$ cat config.mk
export PLATFORM = sky130hd
export DESIGN_NAME = gs_win_ctrl
export DESIGN_NICKNAME = d
export VERILOG_FILES = /design/src/rtl/gs_pkg.sv /design/src/rtl/gs_win_ctrl_sig_dly.sv /design/src/rtl/gs_win_ctrl.sv
export SDC_FILE = /design/constraint.sdc
export NUM_CORES = 1
export LEC_CHECK = 0
export CAP_MARGIN = 0
export CORE_MARGIN = 5
export CORE_UTILIZATION = 45
export CTS_CLUSTER_DIAMETER = 80
export DETAILED_ROUTE_END_ITERATION = 7
export GPL_ROUTABILITY_DRIVEN = 1
export PLACE_DENSITY = 0.71
export SYNTH_ARGS = -nofsm -noshare
export SYNTH_HDL_FRONTEND = slang
export SYNTH_HIERARCHICAL = 1
export SYNTH_SLANG_ARGS = --single-unit
$ cat constraint.sdc
create_clock -name clk -period 4.1 [get_ports clk]
set_clock_uncertainty 0.1 [all_clocks]
set_input_delay 0.82 -clock clk [delete_from_list [all_inputs] [get_ports clk]]
set_output_delay 0.82 -clock clk [all_outputs]
set_load 0.01 [all_outputs]
$ cat src/rtl/gs_pkg.sv
// Shared definitions for the 3x3 Gaussian filter and its window sequencing controller.
// Holds the frame-state encoding and the default frame geometry.
package gs_pkg;

  typedef enum logic {
    IDLE = 1'b0,
    RUN  = 1'b1
  } state_t;

  localparam int unsigned COL_NUM_DEF = 640;
  localparam int unsigned ROW_NUM_DEF = 480;
  localparam int unsigned COL_W_DEF   = 10;
  localparam int unsigned ROW_W_DEF   = 9;
  localparam int unsigned LAT_DEF     = 1;

endpackage

$ cat src/rtl/gs_win_ctrl_sig_dly.sv
// Fixed-depth register delay line with asynchronous clear.
// DEPTH=0 degenerates to a wire.
module sig_dly #(
  parameter int unsigned W     = 8,
  parameter int unsigned DEPTH = 1
) (
  input  logic         clk,
  input  logic         rst_n,
  input  logic [W-1:0] d,
  output logic [W-1:0] q
);

  generate
    if (DEPTH == 0) begin : g_wire
      logic unused_ok;
      assign unused_ok = ^{clk, rst_n};
      assign q = d;
    end else begin : g_regs
      logic [W-1:0] stage_reg [DEPTH];

      for (genvar gi = 0; gi < DEPTH; gi++) begin : g_stage
        logic [W-1:0] stage_in;
        if (gi == 0) begin : g_first
          assign stage_in = d;
        end else begin : g_next
          assign stage_in = stage_reg[gi-1];
        end

        always_ff @(posedge clk or negedge rst_n) begin
          if (!rst_n) begin
            stage_reg[gi] <= '0;
          end else begin
            stage_reg[gi] <= stage_in;
          end
        end
      end

      assign q = stage_reg[DEPTH-1];
    end
  endgenerate

endmodule

$ cat src/rtl/gs_win_ctrl.sv
// Raster position tracker for the 3x3 Gaussian filter: flags complete windows,
// regenerates window-aligned sop/eop and reports frame-length / framing errors.
module gs_win_ctrl
  import gs_pkg::*;
#(
  parameter int unsigned COL_NUM = COL_NUM_DEF,
  parameter int unsigned ROW_NUM = ROW_NUM_DEF,
  parameter int unsigned COL_W   = COL_W_DEF,
  parameter int unsigned ROW_W   = ROW_W_DEF,
  parameter int unsigned LAT     = LAT_DEF
) (
  input  logic             clk,
  input  logic             rst_n,
  input  logic             din_vld,
  input  logic             din_sop,
  input  logic             din_eop,
  output logic             win_vld,
  output logic             win_sop,
  output logic             win_eop,
  output logic [ROW_W-1:0] win_row,
  output logic [COL_W-1:0] win_col,
  output logic             busy,
  output logic             frm_done,
  output logic             err_sop,
  output logic             err_len
);

  localparam logic [COL_W-1:0] COL_LAST = COL_W'(COL_NUM - 1);
  localparam logic [ROW_W-1:0] ROW_LAST = ROW_W'(ROW_NUM - 1);
  localparam logic [COL_W-1:0] COL_TWO  = COL_W'(2);
  localparam logic [ROW_W-1:0] ROW_TWO  = ROW_W'(2);
  localparam int unsigned      WIN_W    = 3 + ROW_W + COL_W;

  state_t           state_reg, state_next;
  logic [COL_W-1:0] col_reg, col_next;
  logic [ROW_W-1:0] row_reg, row_next;

  logic             beat_act;
  logic [COL_W-1:0] beat_col;
  logic [ROW_W-1:0] beat_row;
  logic             is_last;
  logic             eop_ok;
  logic             win_ok;
  logic             done_next, err_sop_next, err_len_next;

  logic             done_reg, err_sop_reg, err_len_reg;
  logic             wv_reg, ws_reg, we_reg;
  logic [ROW_W-1:0] wr_reg;
  logic [COL_W-1:0] wc_reg;
  logic [WIN_W-1:0] dly_q;

  // A sop beat always lands on (0,0), whatever the state, so restart wins over continuation.
  always_comb begin
    state_next   = state_reg;
    col_next     = col_reg;
    row_next     = row_reg;
    beat_act     = 1'b0;
    beat_col     = '0;
    beat_row     = '0;
    is_last      = 1'b0;
    eop_ok       = 1'b0;
    done_next    = 1'b0;
    err_sop_next = 1'b0;
    err_len_next = 1'b0;

    if (din_vld) begin
      if (din_sop) begin
        beat_act     = 1'b1;
        err_sop_next = (state_reg == RUN);
      end else if (state_reg == RUN) begin
        beat_act = 1'b1;
        beat_col = col_reg;
        beat_row = row_reg;
      end
    end

    if (beat_act) begin
      is_last = (beat_row == ROW_LAST) && (beat_col == COL_LAST);
      if (din_eop || is_last) begin
        state_next = IDLE;
        col_next   = '0;
        row_next   = '0;
        if (din_eop && is_last) begin
          eop_ok    = 1'b1;
          done_next = 1'b1;
        end else begin
          err_len_next = 1'b1;
        end
      end else begin
        state_next = RUN;
        if (beat_col == COL_LAST) begin
          col_next = '0;
          row_next = beat_row + 1'b1;
        end else begin
          col_next = beat_col + 1'b1;
          row_next = beat_row;
        end
      end
    end
  end

  assign win_ok = beat_act && (beat_row >= ROW_TWO) && (beat_col >= COL_TWO);

  always_ff @(posedge clk or negedge rst_n) begin
    if (!rst_n) begin
      state_reg   <= IDLE;
      col_reg     <= '0;
      row_reg     <= '0;
      done_reg    <= 1'b0;
      err_sop_reg <= 1'b0;
      err_len_reg <= 1'b0;
    end else begin
      state_reg   <= state_next;
      col_reg     <= col_next;
      row_reg     <= row_next;
      done_reg    <= done_next;
      err_sop_reg <= err_sop_next;
      err_len_reg <= err_len_next;
    end
  end

  // Centre coordinates are only refreshed by complete windows and otherwise hold.
  always_ff @(posedge clk or negedge rst_n) begin
    if (!rst_n) begin
      wv_reg <= 1'b0;
      ws_reg <= 1'b0;
      we_reg <= 1'b0;
      wr_reg <= '0;
      wc_reg <= '0;
    end else begin
      wv_reg <= win_ok;
      ws_reg <= win_ok && (beat_row == ROW_TWO) && (beat_col == COL_TWO);
      we_reg <= win_ok && eop_ok;
      if (win_ok) begin
        wr_reg <= beat_row - 1'b1;
        wc_reg <= beat_col - 1'b1;
      end
    end
  end

  sig_dly #(
    .W     (WIN_W),
    .DEPTH (LAT - 1)
  ) u_sig_dly (
    .clk   (clk),
    .rst_n (rst_n),
    .d     ({wv_reg, ws_reg, we_reg, wr_reg, wc_reg}),
    .q     (dly_q)
  );

  assign {win_vld, win_sop, win_eop, win_row, win_col} = dly_q;

  assign busy     = (state_reg == RUN);
  assign frm_done = done_reg;
  assign err_sop  = err_sop_reg;
  assign err_len  = err_len_reg;

endmodule

==> results.yml <==
worst_hold_path:
  hp-class: "reg -> reg"
global_route:
  grt_max_degree: 46
  grt_antenna_before_repair: 0
  grt_pass1_vias: 2116
  overflow: 0
  grt_util_all_layers_pct: 17.1
  grt_pass1_wl_mm: 10.5
logic_synthesis:
  ys_seq_elements: 45
  synth_cells: 316
  synth_cell_types: 45
  synth-seq-area-share_pct: 40.8
  syn_area_sq_um: 2760
  syn_area_per_cell_sq_um: 8.73
  syn-num-nets: 329
  ys_warn_count: 6
worst_setup_path:
  crit_path_start_kind: "input port"
  arrival_ps: 3950
  crit_slowest_cell: "or4_1"
  critical_path.max_stage_delay_ps: 560
  cp_cell_sequence: "clkdlybuf4s50_1, and3b_1, nand2_1, inv_1, ha_2, nand3_4, or3_4, or4_1, ha_2, and4b_1, o31ai_4, nand2_1, mux2_2"
  cp-end-kind: "register"
  crit_type: "in -> reg"
  crit_required_ps: 4180
  crit_fanout: 5
  cp.buffers_inverters: 2
  cp_top_family: "simple AND/OR/NAND/NOR gates"
timing:
  max_slew_margin_pct: 33.3
  period_share_pct: 94.5
  fin_crit_ps: 3870
  setup_viol: 0
  hold_slack_ps: 380
  timing.fmax_mhz: 258
  worst_slew_pin_slew_ps: 1000
  maxSlewViolCount: 0
  final_hold_viol_count: 0
  rsz0062_at_grt: "no"
cts:
  hold_buffers: 0
  clk_pin_slew_ps: 80
  h-tree-depth: 2
  clockBufferDepth: 2
  clk_latency_ps: 300
  cts_setup_buffers: 0
  cts_resized: 0
  cts_tree: "built"
  numCtsBuffers: 5
  cts-root-buf: "clkbuf_8"
  cts.sinks: 45
route:
  routed_wl_mm: 6.35
  num_vias: 2326
  viasPerCell: 5.82
  routedWlPerCell_um: 15.9
  drc: 0
  drtPass1Iterations: 4
  ant_nets: 0
  dr.first_iter.drc_count: 162
layout:
  nets: 337
  layout-drive-gt1-share_pct: 11.1
  n_antenna_cell: 0
  stdcell_count: 400
  syn_to_final_growth_pct: 13.6
  final_util_pct: 52.6
  final_area_sq_um: 3130
floorplanning:
  die_area_sq_um: 7790
  start_util_pct: 46.3
  pin_count: 31
  fp.dieW_um: 88.3
  core_sq_um: 5960
  die_h_um: 88.3
  fp-row-count: 28
job:
  maxCapViolCount: 0
pwr:
  clockPowerShare_pct: 36.6
  vdd_ir_drop_max_mv: 0.148
  p_leak_nw: 1.47
  seqPwrFrac_pct: 55.1
  pwr_density_cell_nw_per_um2: 264
  p_int_w: 0.000625
  power_frac_comb_pct: 8.4
  netSwitchingPower_w: 0.000202
  swShare_pct: 24.4
place:
  place_area_sq_um: 3030
  io_buffers: 30
  dp_cells: 392
  dp_hpwl_mm: 4.59
  gp_congestion: 0.953
outcome:
  status: "finished clean"
-- cell type report --
cell class / instances / area [sq um]
well taps: 75 / 93.8
repair buffers: 45 / 408
clock buffers: 7 / 96.3
inverters: 10 / 37.5
clock inverters: 1 / 5.00
multi-input cells: 217 / 1370
flip-flops and latches: 45 / 1130
fillers: 568 / 2820
-- worst register-to-register path: stages, from the launching register on --
cell and delay [ps]:
dfrtp_1 550, and3b_1 260, nand2_1 80, inv_1 100, ha_2 210, nand3_4 80
or3_4 400, or4_1 560, ha_2 240, and4b_1 270, o31ai_4 110, nand2_1 120
mux2_2 300
-- synthesized netlist by cell type --
master	n	share of area, %
and4_1	3	0.95
xor2_1	4	1.3
and3b_1	2	0.64
o311ai_4	1	0.95
or4_4	2	0.82
o31ai_1	8	2.2
and2_1	7	1.6
nand3_1	13	2.4
nand2b_1	1	0.23
inv_1	10	1.4
o221ai_1	1	0.32
a22o_1	3	0.95
o22ai_1	1	0.23
o21ai_0	28	5.1
nor4_1	4	0.91
buf_6	1	0.41
a31oi_1	10	2.3
ha_1	8	3.6
nor2_1	24	3.3
dfrtp_1	45	41
nand2_1	36	4.9
a21o_1	7	1.9
clkbuf_1	16	2.2
nand4b_1	3	0.95
a21oi_1	12	2.2
buf_2	3	0.54
a21boi_0	1	0.27
xnor2_1	3	0.95
o21a_1	1	0.27
nor2b_1	2	0.45
a2111oi_0	1	0.32
a211oi_1	3	0.82
or3b_2	1	0.32
o41ai_1	3	0.95
and4b_1	1	0.36
mux2_2	2	0.82
mux2i_1	2	0.73
buf_4	24	6.5
nand3b_1	1	0.27
nor3_1	5	0.91
nand4_1	4	0.91
or4_1	3	0.82
o211ai_1	1	0.27
and3_1	2	0.45
or3_1	3	0.68
-- placed cells by master (no fill, tap or decap), types with 3 or more instances in the layout --
cell type,netlist,final
a211oi_1,3,3
a21o_1,7,7
a21oi_1,12,12
a22o_1,3,3
a31oi_1,10,10
and2_1,7,6
and4_1,3,3
buf_4,24,15
clkbuf_8,0,7
clkdlybuf4s50_1,0,29
dfrtp_1,45,45
ha_1,8,6
inv_1,10,10
nand2_1,36,36
nand3_1,13,12
nand4_1,4,4
nand4b_1,3,3
nor2_1,24,24
nor3_1,5,5
nor4_1,4,4
o21ai_0,28,28
o31ai_1,8,7
o41ai_1,3,3
or4_1,3,3
xnor2_1,3,3
xor2_1,4,4
-- cell families after synthesis --
group | after synthesis | share of synthesized area, %
buffers and inverters | 54 | 11.0
muxes | 4 | 1.54
DFF | 45 | 40.8
xor gates and xnor gates | 7 | 2.22
AOI/OAI and AO/OA | 81 | 19.0
and+or+nand+nor | 117 | 21.8
adders and majority gates | 8 | 3.63
-- per-layer routing --
| layer | vias up | wire [um] | track usage (%) |
|---|---|---|---|
| met1 | 1104 | 2910 | 23.1 |
| met5 | - | 0 | 0 |
| met2 | 84 | 2890 | 27.6 |
| li1 | 1121 | - | - |
| met4 | 0 | 154 | 6.87 |
| met3 | 17 | 405 | 2.61 |
-- worst paths after layout --
path	startpoint	to	slack, ps	cells past startpoint
setup reg to reg	busy	row_reg[0]	620	12
hold reg to reg	wr_reg[1]	wr_reg[1]	380	2
min in group asynchronous	rst_n	err_len	590	1
hold / removal	wr_reg[1]	wr_reg[1]	380	2
setup / recovery	din_vld	row_reg[0]	230	13
max in group asynchronous	rst_n	wc_reg[4]	2690	1
-- per-stage QoR --
stage / setup WS [ps] / setup TNS [ps] / total power [W]
floorplan: 0.0870 / 0 / 0.000501
finish: 227 / 0 / 0.000827
CTS: 248 / 0 / 0.000836
global placement: 43.9 / 0 / 0.000531
detailed placement: -73.0 / -133 / 0.000533
global route: 104 / 0 / 0.000861
-- power groups by stage --
stage                     combinational, W  sequential [W]  clock, W
after global placement           0.0000678        0.000464         0
final                            0.0000691        0.000455  0.000302
after CTS                        0.0000698        0.000455  0.000311
after global routing             0.0000772        0.000456  0.000328
after detailed placement         0.0000691        0.000464         0
after floorplan                  0.0000384        0.000462         0
Power figures use the tool's default switching activity.
